[src/rtl/decoder_onehot_pipe_pkg.sv]
// Shared types and decode helpers for the one-hot decoder pipeline.
//   state_t        : occupancy of the head/skid output buffer.
//   onehot_decode  : address -> one-hot with enable and optional index mask.
//   is_masked      : true when an enabled decode hits the masked index.
// Helpers operate on MAX_ADDR_W-wide operands; callers zero-extend their
// address and truncate the result to their own output width.
package decoder_pkg;

  localparam int MAX_ADDR_W = 8;
  localparam int MAX_N_OUT  = 2 ** MAX_ADDR_W;

  typedef enum logic [1:0] {
    EMPTY = 2'd0,
    ONE   = 2'd1,
    FULL  = 2'd2
  } state_t;

  function automatic logic is_masked(
    input logic [MAX_ADDR_W-1:0] addr,
    input logic                  en,
    input logic                  mask_en,
    input logic [MAX_ADDR_W-1:0] mask_idx
  );
    return en & mask_en & (addr == mask_idx);
  endfunction

  function automatic logic [MAX_N_OUT-1:0] onehot_decode(
    input logic [MAX_ADDR_W-1:0] addr,
    input logic                  en,
    input logic                  mask_en,
    input logic [MAX_ADDR_W-1:0] mask_idx
  );
    logic [MAX_N_OUT-1:0] vec;
    vec = '0;
    if (en && !(mask_en && (addr == mask_idx))) begin
      vec[addr] = 1'b1;
    end else begin
      vec = '0;
    end
    return vec;
  endfunction

endpackage

[src/rtl/decoder_onehot_pipe_if.sv]
// Handshake bundle for decoder_onehot_pipe.
//   upstream   : in_valid, in_ready, in_addr, in_en
//   downstream : out_valid, out_ready, out_onehot, out_addr
//   status     : drop_cnt (saturating count of masked enabled writes)
// slave is the decoder side, master is the side driving transactions in and
// accepting results.
interface decoder_onehot_pipe_if #(
  parameter int ADDR_W = 5,
  parameter int CNT_W  = 8
);
  localparam int N_OUT = 2 ** ADDR_W;

  logic              in_valid;
  logic              in_ready;
  logic [ADDR_W-1:0] in_addr;
  logic              in_en;
  logic              out_valid;
  logic              out_ready;
  logic [N_OUT-1:0]  out_onehot;
  logic [ADDR_W-1:0] out_addr;
  logic [CNT_W-1:0]  drop_cnt;

  modport slave (
    input  in_valid, in_addr, in_en, out_ready,
    output in_ready, out_valid, out_onehot, out_addr, drop_cnt
  );

  modport master (
    output in_valid, in_addr, in_en, out_ready,
    input  in_ready, out_valid, out_onehot, out_addr, drop_cnt
  );
endinterface

[src/rtl/decoder_onehot_pipe_dec.sv]
// Combinational address decoder with enable and optional hardwired-zero mask.
// Reusable for write strobes and read-side selects.
//   addr   : index to decode
//   en     : 0 forces an all-zero result
//   onehot : 1 << addr, or zero when disabled or masked
//   masked : an enabled decode was suppressed by the mask
module onehot_dec
  import decoder_pkg::*;
#(
  parameter int ADDR_W    = 5,
  parameter bit ZERO_MASK = 1'b1,
  parameter int MASK_IDX  = 2 ** ADDR_W - 1,
  localparam int N_OUT    = 2 ** ADDR_W
) (
  input  logic [ADDR_W-1:0] addr,
  input  logic              en,
  output logic [N_OUT-1:0]  onehot,
  output logic              masked
);

  localparam logic [MAX_ADDR_W-1:0] MASK_IDX_EXT = MAX_ADDR_W'(MASK_IDX);

  logic [MAX_ADDR_W-1:0] addr_ext_s;

  assign addr_ext_s = MAX_ADDR_W'(addr);
  // Upper bits of the wide helper result are always zero for in-range addresses.
  assign onehot     = N_OUT'(onehot_decode(addr_ext_s, en, ZERO_MASK, MASK_IDX_EXT));
  assign masked     = is_masked(addr_ext_s, en, ZERO_MASK, MASK_IDX_EXT);

endmodule

[src/rtl/decoder_onehot_pipe.sv]
// Pipelined address-to-one-hot decoder with a 2-entry elastic output buffer.
// Decode happens at accept time; every output is driven from a register.
//   clk   : rising-edge clock
//   reset : synchronous, active-high
//   bus   : slave side of decoder_onehot_pipe_if (handshake, decode, drop_cnt)
// The head register feeds out_*; the skid register absorbs one extra entry
// so in_ready can be registered and the block never drops a transaction.
module decoder_onehot_pipe
  import decoder_pkg::*;
#(
  parameter int ADDR_W    = 5,
  parameter bit ZERO_MASK = 1'b1,
  parameter int MASK_IDX  = 2 ** ADDR_W - 1,
  parameter int CNT_W     = 8
) (
  input logic                  clk,
  input logic                  reset,
  decoder_onehot_pipe_if.slave bus
);

  localparam int N_OUT = 2 ** ADDR_W;
  localparam logic [CNT_W-1:0] CNT_MAX = {CNT_W{1'b1}};

  state_t            state_r;
  logic              in_ready_r;
  logic              out_valid_r;
  logic [N_OUT-1:0]  head_onehot_r;
  logic [ADDR_W-1:0] head_addr_r;
  logic [N_OUT-1:0]  skid_onehot_r;
  logic [ADDR_W-1:0] skid_addr_r;
  logic [CNT_W-1:0]  drop_cnt_r;

  logic              accept_s;
  logic              pop_s;
  logic [N_OUT-1:0]  dec_onehot_s;
  logic              dec_masked_s;

  onehot_dec #(
    .ADDR_W    (ADDR_W),
    .ZERO_MASK (ZERO_MASK),
    .MASK_IDX  (MASK_IDX)
  ) u_dec (
    .addr   (bus.in_addr),
    .en     (bus.in_en),
    .onehot (dec_onehot_s),
    .masked (dec_masked_s)
  );

  assign accept_s = bus.in_valid & in_ready_r;
  assign pop_s    = out_valid_r & bus.out_ready;

  // Buffer FSM: tracks occupancy and moves entries between input, head and skid.
  always_ff @(posedge clk) begin
    if (reset) begin
      state_r       <= EMPTY;
      in_ready_r    <= 1'b1;
      out_valid_r   <= 1'b0;
      head_onehot_r <= '0;
      head_addr_r   <= '0;
      skid_onehot_r <= '0;
      skid_addr_r   <= '0;
    end else begin
      case (state_r)
        EMPTY: begin
          if (accept_s) begin
            head_onehot_r <= dec_onehot_s;
            head_addr_r   <= bus.in_addr;
            out_valid_r   <= 1'b1;
            state_r       <= ONE;
          end
        end
        ONE: begin
          if (accept_s && pop_s) begin
            // Old head leaves as the new entry takes its place: no bubble.
            head_onehot_r <= dec_onehot_s;
            head_addr_r   <= bus.in_addr;
          end else if (accept_s) begin
            skid_onehot_r <= dec_onehot_s;
            skid_addr_r   <= bus.in_addr;
            in_ready_r    <= 1'b0;
            state_r       <= FULL;
          end else if (pop_s) begin
            out_valid_r   <= 1'b0;
            state_r       <= EMPTY;
          end
        end
        FULL: begin
          if (pop_s) begin
            head_onehot_r <= skid_onehot_r;
            head_addr_r   <= skid_addr_r;
            in_ready_r    <= 1'b1;
            state_r       <= ONE;
          end
        end
        default: begin
          state_r     <= EMPTY;
          in_ready_r  <= 1'b1;
          out_valid_r <= 1'b0;
        end
      endcase
    end
  end

  // Saturating count of enabled writes suppressed by the mask, taken at accept.
  always_ff @(posedge clk) begin
    if (reset) begin
      drop_cnt_r <= '0;
    end else if (accept_s && dec_masked_s && (drop_cnt_r != CNT_MAX)) begin
      drop_cnt_r <= drop_cnt_r + CNT_W'(1);
    end
  end

  assign bus.in_ready   = in_ready_r;
  assign bus.out_valid  = out_valid_r;
  assign bus.out_onehot = head_onehot_r;
  assign bus.out_addr   = head_addr_r;
  assign bus.drop_cnt   = drop_cnt_r;

endmodule

[src/flat_wrapper.sv]
// flat-port wrapper written by rule: the top's interface ports become plain ports
module decoder_onehot_pipe_flat import decoder_pkg::*;
#(
  parameter int ADDR_W    = 5,
  parameter bit ZERO_MASK = 1'b1,
  parameter int MASK_IDX  = 2 ** ADDR_W - 1,
  parameter int CNT_W     = 8
)
  (clk, reset, bus_in_valid, bus_in_addr, bus_in_en, bus_out_ready, bus_in_ready, bus_out_valid, bus_out_onehot, bus_out_addr, bus_drop_cnt);
  decoder_onehot_pipe_if #(.ADDR_W(ADDR_W), .CNT_W(CNT_W)) bus_i ();
  input logic clk;
  input logic reset;
  input wire logic [$bits(bus_i.in_valid)-1:0] bus_in_valid;
  input wire logic [$bits(bus_i.in_addr)-1:0] bus_in_addr;
  input wire logic [$bits(bus_i.in_en)-1:0] bus_in_en;
  input wire logic [$bits(bus_i.out_ready)-1:0] bus_out_ready;
  output wire logic [$bits(bus_i.in_ready)-1:0] bus_in_ready;
  output wire logic [$bits(bus_i.out_valid)-1:0] bus_out_valid;
  output wire logic [$bits(bus_i.out_onehot)-1:0] bus_out_onehot;
  output wire logic [$bits(bus_i.out_addr)-1:0] bus_out_addr;
  output wire logic [$bits(bus_i.drop_cnt)-1:0] bus_drop_cnt;
  assign bus_i.in_valid = bus_in_valid;
  assign bus_i.in_addr = bus_in_addr;
  assign bus_i.in_en = bus_in_en;
  assign bus_i.out_ready = bus_out_ready;
  assign bus_in_ready = bus_i.in_ready;
  assign bus_out_valid = bus_i.out_valid;
  assign bus_out_onehot = bus_i.out_onehot;
  assign bus_out_addr = bus_i.out_addr;
  assign bus_drop_cnt = bus_i.drop_cnt;
  decoder_onehot_pipe #(.ADDR_W(ADDR_W), .ZERO_MASK(ZERO_MASK), .MASK_IDX(MASK_IDX), .CNT_W(CNT_W)) u_core (.clk(clk), .reset(reset), .bus(bus_i));
endmodule
[config.mk]
export PLATFORM = sky130hd
export DESIGN_NAME = decoder_onehot_pipe_flat
export DESIGN_NICKNAME = d
export VERILOG_FILES = /design/src/rtl/decoder_onehot_pipe_pkg.sv /design/src/rtl/decoder_onehot_pipe_if.sv /design/src/rtl/decoder_onehot_pipe_dec.sv /design/src/rtl/decoder_onehot_pipe.sv /design/src/flat_wrapper.sv
export SDC_FILE = /design/constraint.sdc
export NUM_CORES = 1
export LEC_CHECK = 0
export ABC_AREA = 1
export BUFFER_PORTS_ARGS = -buffer_cell sky130_fd_sc_hd__buf_4
export CAP_MARGIN = 20
export CORE_ASPECT_RATIO = 1.1
export CORE_MARGIN = 10
export CORE_UTILIZATION = 50
export CTS_CLUSTER_DIAMETER = 30
export CTS_CLUSTER_SIZE = 16
export DETAILED_ROUTE_END_ITERATION = 6
export HOLD_SLACK_MARGIN = 0.03
export PLACE_DENSITY = 0.86
export RECOVER_POWER = 50
export SETUP_SLACK_MARGIN = 0.05
export SYNTH_ARGS = -nofsm -noshare
export SYNTH_HDL_FRONTEND = slang
export SYNTH_SLANG_ARGS = --single-unit
[constraint.sdc]
create_clock -name clk -period 1.31 [get_ports clk]
set_input_delay 0.262 -clock clk [delete_from_list [all_inputs] [get_ports clk]]
set_output_delay 0.262 -clock clk [all_outputs]
set_load 0.01 [all_outputs]
==> results.yml <==
status:
  run_status: "complete, but fails checks"
  failed_checks: "negative setup slack"
synth:
  synthMuxAreaShare: 0
  synth_edf_count: 0
  async_reset_ff_frac: 0
  ys_warn_count: 0
  synthTopCellsByCount: "194 x nand2_1, 97 x nor2_1, 86 x dfxtp_1"
  synthFlopType: "dfxtp_1"
  netlist_instances: 615
  yosys.area_share.simple: 0.324
  netlist.area_leader.share: 0.433
  synth_cell_types: 22
  yosys.area.top_type: "dfxtp_1"
  syn_area_um2: 3980
  synthAdderAreaFrac: 0.00315
  seq_area_frac_synth: 0.433
  syn-num-nets: 626
  synth.most_common_cell: "nand2_1"
  synth_top_family_by_area: "simple AND/OR/NAND/NOR gates"
  synth.avg_cell_area_um2: 6.47
  synth_area_leaders: "dfxtp_1 43%, nand2_1 18%, nor2_1 9.2%, o21ai_0 6.9%, a21oi_1 6.3%"
  synth_seq_cells: 86
  synth_compound_area_frac: 0.139
  synth-xor-area-share: 0
floorplan:
  rows: 34
  core_area_um2: 7830
  die_x_um: 105
  die-area_um2: 11900
  start_util: 0.508
  ios: 57
  die_y_um: 114
setup_path:
  slowest_delay_ns: 0.43
  end_kind: "flop"
  path_cells: "inv_4 -> nand2_2 -> nor2_4 -> nand2_4 -> clkinv_8 -> buf_12 -> o21ai_0 -> a21oi_2"
  r2r-start: "u_core.state_r[1]"
  r2r_slack_ns: -0.20
  critical_path_class: "flop to flop"
  worstPathRequired_ns: 1.57
  cp_data_arrival_time_ns: 1.77
  cp_slowest_cell: "dfxtp_4"
  crit_fanout: 7
  critical_path.top_delay_family: "flip-flops"
  worstSetupStartpoint: "u_core.state_r[1]"
  worst-path-buf-inv: 3
  rr_worst_depth: 8
  cp-start-kind: "flop"
  r2r_end: "u_core.skid_onehot_r[11]"
global_route:
  globalRouteMet2Util: 0.327
  met1_usage: 0.199
  grt_max_degree: 62
  antenna_found_initial: 0
  grt_usage: 0.184
  grt_pass1_wl_um: 18400
  top_usage_layer: "met2"
  overflow: 0
  grt_use_met3: 0.0434
  grt_pass1_vias: 4092
sta:
  fin_skew_ns: 0.0143
  hold_ws_ns: 0.232
  finalSetupViolCount: 69
  maxSlewViolCount: 0
  period_needed_ns: 1.51
  worstMarginPinSlew_ns: 0.390
  timing.final.crit_share: 1.15
  final.setup.tns_ns: -7.85
  slew_headroom: 0.740
  rsz0062_at_grt: "true"
  fin_ws_ns: -0.203
  fmax_mhz: 661
  hold_viol: 0
layout:
  finalNonFillerCells: 816
  fill_cells: 531
  drive_above_1_share: 0.315
  diodes: 0
  syn_to_final_growth_pct: 43.4
  nets: 714
hold_path:
  hold_depth: 3
  hp-start: "bus_in_addr[1]"
  hp-class: "input pin to flop"
  hold_end: "u_core.skid_addr_r[1]"
power:
  max-vdd-ir-drop_uv: 710
  p_leak_nw: 2.49
  powerDensity_nw_per_um2: 1340
cts:
  cts_made_buffers: 9
  cts_root_buf: "clkbuf_8"
  cts.sinks: 86
  cts_tree: "done"
  htree_levels: 3
  clk_pin_slew_ns: 0.10
  clock_path_buffers: 2
  insertion_delay_ns: 0.38
  ctsHoldBuffers: 0
placement:
  place_congestion: 0.874
  hpwl_um: 6980
  place_inst: 772
  io_buffers: 56
drt:
  vias_per_cell: 5.62
  drt_pass1_iterations: 6
  routed-via-count: 4585
  postRouteAntennaNets: 0
  wl_per_cell_um: 17.2
  drc: 0
  initialDrtViolationCount: 539
  wl_um: 14100
flow_run:
  drv_cap: 0
[kinds of logic (layout without fill, tap and decap cells)]
family	after synthesis	in the layout
AO/OA/AOI/OAI	108	108
buffers and inverters	95	188
flip-flops	86	86
adder cells (fa/ha/maj)	1	1
AND/OR/NAND/NOR	325	325
[how the worst max path moves through the flow]
| stage | endpoint | slack, ns | cells past startpoint |
|---|---|---|---|
| 2_1_floorplan | u_core.bus.out_addr[0] | 0.01 | 9 |
| 3_3_place_gp | u_core.bus.out_addr[2] | -0.05 | 7 |
| 3_5_place_dp | u_core.skid_onehot_r[2] | -0.13 | 7 |
| 4_1_cts | u_core.bus.out_onehot[10] | -0.04 | 8 |
| 5_1_grt | u_core.bus.out_onehot[16] | -0.24 | 11 |
| 6_report | u_core.skid_onehot_r[11] | -0.20 | 8 |
[state kept, by name (all words and copies together), names as in the netlist]
| name | cells |
|---|---|
| u_core.bus.out_onehot | 32 |
| u_core.skid_onehot_r | 32 |
| u_core.bus.drop_cnt | 8 |
| u_core.bus.out_addr | 5 |
| u_core.skid_addr_r | 5 |
| u_core.state_r | 2 |
| u_core.bus.in_ready | 1 |
| u_core.bus.out_valid | 1 |
[worst register-to-register path: cells and delay by family (launching register included)]
family                 cells  cell delay (ns)
AOI/OAI and AO/OA          2             0.33
buffers and inverters      3             0.33
DFF                        1             0.43
and+or+nand+nor            3             0.30
[power by group]
part	internal [W]	switching, W	total (W)
Sequential	0.00291	0.000191	0.00310
Clock	0.000797	0.00102	0.00182
Combinational	0.00127	0.00146	0.00273
[what timing repair did]
action	in CTS	in global routing
pin swaps	9	25
buffers inserted	7	11
gates resized for setup	42	99
setup endpoints to repair	84	84
gates cloned	3	7
[metrics by stage]
step            util  setup slack [ns]  area (um^2)  power (W)
6_report       0.729            -0.203         5700    0.00765
5_1_grt        0.729            -0.239         5700    0.00797
4_1_cts        0.655           -0.0380         5120    0.00697
3_5_place_dp   0.598            -0.127         4680    0.00492
3_3_place_gp   0.598           -0.0525         4680    0.00485
2_1_floorplan      -            0.0107         4000    0.00424
[cell type report]
type | count | area (um^2) | share of cell area
clock buffers | 12 | 155 | 0.0272
clock inverters | 4 | 31.3 | 0.00548
inverters | 61 | 249 | 0.0436
multi-input cells | 434 | 2200 | 0.386
flip-flops and latches | 86 | 1740 | 0.305
well taps | 108 | 135 | 0.0237
repair buffers | 111 | 1190 | 0.208
[layer usage]
layer / wire length (um) / up-vias
li1: - / 2094
met1: 5120 / 2105
met2: 6990 / 312
met3: 1240 / 74
met4: 700 / 0
met5: 0 / -
[cell usage in the layout (no fill, tap or decap)]
cell        synthesis  final
clkinv_4            0      1
nor2_2              0     15
nor3_1              3      2
inv_1              57     55
clkbuf_8            0     11
o21ai_1             2     10
a21oi_2             0     19
buf_8               0      1
clkbuf_1           16      1
nand2_4             0     11
dfxtp_4             0      3
nor2_1             97     74
o21ai_2             0      6
clkinv_1            1      1
dfxtp_1            86     76
o21ai_0            55     41
nand4_1             9      9
a21oi_4             1      1
buf_16              0      3
buf_12              0     11
dfxtp_2             0      7
nand3_4             0      1
nand2_2             3     17
clkinv_8            0      1
buf_6               3     12
nor2_4              1      9
nand2_1           194    168
inv_4               0      3
a21oi_1            50     31
inv_2               3      1
ha_4                0      1
clkbuf_16           0      6
clkinvlp_4          0      3
nand3_1            17     17
buf_4               3     78
nor3_2              0      1
nand2_8             0      1
(Power assumes the default switching activity.)
